**src/rtl/fir_pkg.sv**
```systemverilog
// Shared FIR definitions: sample/checksum widths and the coefficient-loader state type.
package fir_pkg;

    localparam int IN_SAMPLE_WIDTH = 16;
    localparam int CHECKSUM_WIDTH  = 16;

    typedef enum logic [1:0] {IDLE, LOAD, COMMIT} coef_load_state_t;

endpackage

```
**src/rtl/fir_coef_sum.sv**
```systemverilog
// Combinational adder over all 16-bit lanes of one coefficient word, reduced mod 2^16.
module fir_coef_sum
    import fir_pkg::*;
#(
    parameter int SAMPLES_NUM = 8
) (
    input  logic [IN_SAMPLE_WIDTH*SAMPLES_NUM-1:0] i_lanes,
    output logic [CHECKSUM_WIDTH-1:0]              o_sum
);

    // Full-precision accumulator so no lane carry is lost before the final truncation.
    localparam int SUM_W = IN_SAMPLE_WIDTH + $clog2(SAMPLES_NUM);

    logic [SUM_W-1:0] w_acc;

    always_comb begin
        w_acc = '0;
        for (int unsigned i = 0; i < SAMPLES_NUM; i++) begin
            w_acc = w_acc + SUM_W'(i_lanes[i*IN_SAMPLE_WIDTH +: IN_SAMPLE_WIDTH]);
        end
        o_sum = w_acc[CHECKSUM_WIDTH-1:0];
    end

endmodule

```
**src/rtl/fir_coef_loader.sv**
```systemverilog
// Coefficient-load stage: sequential memory write port during a load window,
// then commits word count, checksum and overflow flag when the window closes.
module fir_coef_loader
    import fir_pkg::*;
#(
    parameter  int SAMPLES_NUM = 8,
    parameter  int WORDS_NUM   = 8192,
    localparam int ADDR_W      = $clog2(WORDS_NUM)
) (
    input  logic                                clkIn,
    input  logic                                resetIn,
    input  logic                                firLoadIn,
    input  logic                                firWriteIn,
    input  logic [IN_SAMPLE_WIDTH*SAMPLES_NUM-1:0] firIn,
    output logic                                memWeOut,
    output logic [ADDR_W-1:0]                   memAddrOut,
    output logic [IN_SAMPLE_WIDTH*SAMPLES_NUM-1:0] memDataOut,
    output logic [ADDR_W:0]                     tapWordsOut,
    output logic [CHECKSUM_WIDTH-1:0]           checksumOut,
    output logic                                overflowOut,
    output logic                                loadDoneOut,
    output logic                                busyOut
);

    localparam int             DATA_W  = IN_SAMPLE_WIDTH * SAMPLES_NUM;
    localparam logic [ADDR_W:0] CNT_MAX = (ADDR_W + 1)'(WORDS_NUM);
    localparam logic [ADDR_W:0] CNT_ONE = (ADDR_W + 1)'(1);

    coef_load_state_t          r_state;
    logic [ADDR_W:0]           r_cnt;
    logic [CHECKSUM_WIDTH-1:0] r_sum;
    logic                      r_ovf_pend;
    logic                      r_we;
    logic [ADDR_W-1:0]         r_addr;
    logic [DATA_W-1:0]         r_data;
    logic [ADDR_W:0]           r_tap;
    logic [CHECKSUM_WIDTH-1:0] r_chk;
    logic                      r_ovf;
    logic                      r_done;
    logic                      r_busy;
    logic [CHECKSUM_WIDTH-1:0] w_lane_sum;

    fir_coef_sum #(
        .SAMPLES_NUM (SAMPLES_NUM)
    ) u_sum (
        .i_lanes (firIn),
        .o_sum   (w_lane_sum)
    );

    always_ff @(posedge clkIn or posedge resetIn) begin
        if (resetIn) begin
            r_state    <= IDLE;
            r_cnt      <= '0;
            r_sum      <= '0;
            r_ovf_pend <= 1'b0;
            r_we       <= 1'b0;
            r_addr     <= '0;
            r_data     <= '0;
            r_tap      <= '0;
            r_chk      <= '0;
            r_ovf      <= 1'b0;
            r_done     <= 1'b0;
            r_busy     <= 1'b0;
        end else begin
            r_we   <= 1'b0;
            r_done <= 1'b0;
            case (r_state)
                IDLE: begin
                    if (firLoadIn) begin
                        r_state    <= LOAD;
                        r_cnt      <= '0;
                        r_sum      <= '0;
                        r_ovf_pend <= 1'b0;
                        r_busy     <= 1'b1;
                    end
                end
                LOAD: begin
                    // A strobe on the closing cycle is still accepted and lands in the commit.
                    if (firWriteIn) begin
                        if (r_cnt < CNT_MAX) begin
                            r_we   <= 1'b1;
                            r_addr <= r_cnt[ADDR_W-1:0];
                            r_data <= firIn;
                            r_cnt  <= r_cnt + CNT_ONE;
                            r_sum  <= r_sum + w_lane_sum;
                        end else begin
                            r_ovf_pend <= 1'b1;
                        end
                    end
                    if (!firLoadIn) begin
                        r_state <= COMMIT;
                    end
                end
                COMMIT: begin
                    r_tap   <= r_cnt;
                    r_chk   <= r_sum;
                    r_ovf   <= r_ovf_pend;
                    r_done  <= 1'b1;
                    r_busy  <= 1'b0;
                    r_state <= IDLE;
                end
                default: begin
                    r_state <= IDLE;
                    r_busy  <= 1'b0;
                end
            endcase
        end
    end

    assign memWeOut    = r_we;
    assign memAddrOut  = r_addr;
    assign memDataOut  = r_data;
    assign tapWordsOut = r_tap;
    assign checksumOut = r_chk;
    assign overflowOut = r_ovf;
    assign loadDoneOut = r_done;
    assign busyOut     = r_busy;

endmodule

```
**config.mk**
```make
export PLATFORM = sky130hd
export DESIGN_NAME = fir_coef_loader
export DESIGN_NICKNAME = d
export VERILOG_FILES = /design/src/rtl/fir_pkg.sv /design/src/rtl/fir_coef_sum.sv /design/src/rtl/fir_coef_loader.sv
export SDC_FILE = /design/constraint.sdc
export NUM_CORES = 1
export LEC_CHECK = 0
export CAP_MARGIN = 20
export CORE_MARGIN = 2
export CORE_UTILIZATION = 44
export DETAILED_ROUTE_END_ITERATION = 12
export GPL_ROUTABILITY_DRIVEN = 0
export PLACE_DENSITY = 0.75
export SYNTH_ARGS = -nofsm -noshare
export SYNTH_HDL_FRONTEND = slang
export SYNTH_SLANG_ARGS = --single-unit
```
**constraint.sdc**
```tcl
create_clock -name clkIn -period 8.12 [get_ports clkIn]
set_clock_uncertainty 0.1 [all_clocks]
set_input_delay 2.03 -clock clkIn [delete_from_list [all_inputs] [get_ports clkIn]]
set_output_delay 2.03 -clock clkIn [all_outputs]
set_load 0.03 [all_outputs]
```
==> metrics.md <==
| Metric | Value |
|---|---|
| Seq pwr share | 24.1% |
| DRT iter0 DRCs | 435 |
| R2R Path Start | r_sum[2]$_DFFE_PP0P_ |
| Worst-Skew Late Latency | a little over 0.5 ns |
| Synth Instances | 1079 |
| Net count after synthesis | 1329 |
| GR Layer Usage met1 | 31.3% |
| First-pass GRT wire length | 48500 um |
| Nets | roughly 1600 |
| Routing usage on met3 | 5.32% |
| Critical Path Most Common Cell | fa_1 |
| Sequential cell area fraction in the yosys report | 47.2% |
| Postcts setup bufs | 0 |
| Number of synthesized flops with an enable pin | 0 |
| Crit start category | primary input |
| Slowest stage delay, CP | 0.56 ns |
| Clock Tree Buf Depth | 3 |
| Cell-internal power | 3.30 mW |
| Status | finished, final reports clean |
| # hold bufs at CTS | 0 |
| Starting Density | between 40 and 50% |
| Worst setup slack after layout | 1.54 ns |
| Fin crit period | 6.58 ns |
| Yosys cell types | 49 |
| Fin Setup TNS | 0 ns |
| Sw frac | between 40% and 50% |
| Kind of critical path | in -> reg |
| Gate power share | 56.4% |
| Seq cells post-synth | 208 |
| Synth area leaders | dfrtp_1, fa_1, nand2_1 |
| RSZ-0062 raised after global routing | false |
| Syn_area_per_cell | between 10 and 15 um^2 |
| CTS tree | built |
| Worst relative slew slack | 35.8% |
| Met2 usage | about two fifths |
| Core ar. | 0.0245 mm^2 |
| Share of the synthesized area in the top cell type | 47.2% |
| Worst EP arrival | 6.84 ns |
| R2R Setup Slk | 3.37 ns |
| Slew @ Worst Pin | 0.963 ns |
| Count leader, synth | nand2_1 |
| Mapped Area | 0.0110 mm^2 |
| DP Worst Slack | 1.07 ns |
| Pin count of the biggest net entering global routing | 135 |
| Post-Route WL | 30000 um |
| Clk pwr share | 19.6% |
| Critical path launch point | firIn[2] |
| Number of routed nets with antenna violations | 0 |
| P per Cell Area | 374 mW/mm^2 |
| Drt pass-1 iters | 4 |
| CP Capture Type | flip-flop |
| HP Class | reg -> reg |
| Chip width | 162 um |
| Max-slew violations | 0 |
| Switching pwr | roughly 2.4 mW |
| Reg2reg path depth | 14 |
| Worst Hold Launch | memDataOut[61]$_DFFE_PP0P_ |
| Data required, critical path | 8.38 ns |
| Critical Path End | r_sum[12]$_DFFE_PP0P_ |
| Initial antenna violation count | 1 |
| Yosys warning count | 0 |
| Endpoints failing hold | 0 |
| Post-DR wirelength/cell | about 17 um |
| Row count | 57 |
| Vias | 8295 |
| Final setup viols | 0 |
| Most Used Layer, Global Route | met2 |
| Chip height | 162 um |
| Total leakage power | 7.45 nW |
| Post-CTS Resized | 0 |
| Fraction of final layout cells sized beyond drive strength 1 | 5.90% |
| I/O pins | 307 |
| GRT Residual Overflow | 0 |
| H-Tree Level Count | 1 |
| F_max | ~150 MHz |
| IO Port Bufs | 306 |
| Async set-reset flop share out of synthesis | between 90% and 100% |
| Final core occ | 62.0% |
| Clock sink count | between 200 and 250 |
| Clk root buf | clkbuf_16 |
| Max cap viols | 0 |
| R2r endpoint | r_sum[12]$_DFFE_PP0P_ |
| Post-DP HPWL | 22500 um |
| CP Cell Sequence | clkdlybuf4s50_1, inv_1, fa_1, inv_1, fa_1, fa_1, inv_1, fa_1, inv_1, ha_1, fa_1, a21o_1, a21oi_1, o211ai_1, a311oi_1, xor2_1, o21ai_0 |
| TritonCTS Buffers | 24 |
| Die ar. | 0.0264 mm^2 |
| Vias in the first global route | 8984 |
| Clock-pin slew on the worst setup and hold paths | 0.06 ns |
| Worst Path Max Fanout | 3 |
| Vias per std cell | 4.83 |
| Synth top cells by count | nand2_1, dfrtp_1, inv_1, fa_1, o21ai_0 |
| Synthesis-to-finish area growth | 37.5% |
| Leading area contributor after synthesis | dfrtp_1 |
| VDD IR max | roughly 0.00032 V |
| Tcrit/Tclk final | 81.0% |
| Slowest CP cell | fa_1 |
| Top FF cell, synth | dfrtp_1 |
| Drc violations | 0 |
| Total GRT Usage | a little under a quarter |
==> sequential cells by signal, indices dropped and copies added, names as in the netlist, 2 cells and up <==
name / cells
memDataOut: 128
checksumOut: 16
r_sum: 16
r_cnt: 14
tapWordsOut: 14
memAddrOut: 13
r_state: 2
==> cell families after synthesis <==
logic type | after synthesis | synth area share, %
and+or+nand+nor | 417 | 15.1
AOI/OAI and AO/OA | 90 | 5.19
adders and majority gates | 118 | 20.3
buffers and inverters | 184 | 6.67
xor gates and xnor gates | 33 | 2.62
DFF | 208 | 47.2
muxes | 29 | 2.96
==> worst max-delay path: cells and delay by family <==
kind	cells	cell delay, ns
xor+xnor	1	0.17
fa+ha+maj	6	2.79
compound gates	5	1.18
buf+inv	5	0.66
==> power groups by stage <==
| stage | logic, mW | registers, mW | clock network (mW) |
|---|---|---|---|
| after floorplan | 1.92 | 1.68 | 0 |
| after global placement | 3.12 | 1.37 | 0 |
| after detailed placement | 3.18 | 1.38 | 0 |
| after CTS | 3.23 | 1.37 | 1.13 |
| after global routing | 3.60 | 1.39 | 1.18 |
| final | 3.20 | 1.37 | 1.11 |
==> cells in the final DEF, fill, tap and decap left out, types with 18 or more instances in the layout <==
master,Yosys,final
clkdlybuf4s50_1,0,306
nand2_1,367,367
o21ai_0,50,50
inv_1,141,140
fa_1,101,101
dfrtp_1,208,208
clkbuf_16,0,25
xnor2_1,21,21
nor2_1,18,18
mux2_2,29,29
==> worst min path at each step <==
stage	end	slack (ns)	cells past startpoint
3_5_place_dp	memAddrOut[5]$_DFFE_PP0P_	0.36	2
6_report	memDataOut[61]$_DFFE_PP0P_	0.37	2
3_3_place_gp	memDataOut[15]$_DFFE_PP0P_	0.36	2
5_1_grt	memDataOut[91]$_DFFE_PP0P_	0.39	2
4_1_cts	memDataOut[16]$_DFFE_PP0P_	0.38	2
2_1_floorplan	memAddrOut[10]$_DFFE_PP0P_	0.38	2
==> layer usage <==
metal / share of wire [%] / up-vias
met4: 3.0 / 0
li1: - / 3897
met3: 7.5 / 62
met2: 48 / 286
met5: 0 / -
met1: 42 / 4050
==> per-stage QoR <==
| step | power (mW) | hold slack [ns] | area (um^2) | instances |
|---|---|---|---|---|
| final | 5.68 | 0.373 | 15200 | 1716 |
| after global routing | 6.17 | 0.388 | 15200 | 1715 |
| after CTS | 5.73 | 0.376 | 15200 | 1715 |
| after detailed placement | 4.56 | 0.361 | 14300 | 1672 |
| after global placement | 4.49 | 0.356 | 14300 | 1672 |
| after floorplan | 3.60 | 0.379 | 11000 | 1079 |
==> cell type report <==
cell class / count / area [um^2]
Timing Repair Buffer: 310 / 3090
Antenna cell: 1 / 2.50
Tap cell: 324 / 405
Fill cell: 1961 / 9300
Clock inverter: 8 / 105
Sequential cell: 208 / 5200
Inverter: 143 / 547
Clock buffer: 35 / 713
Multi-Input combinational cell: 687 / 5100
(Power assumes the default switching activity.)
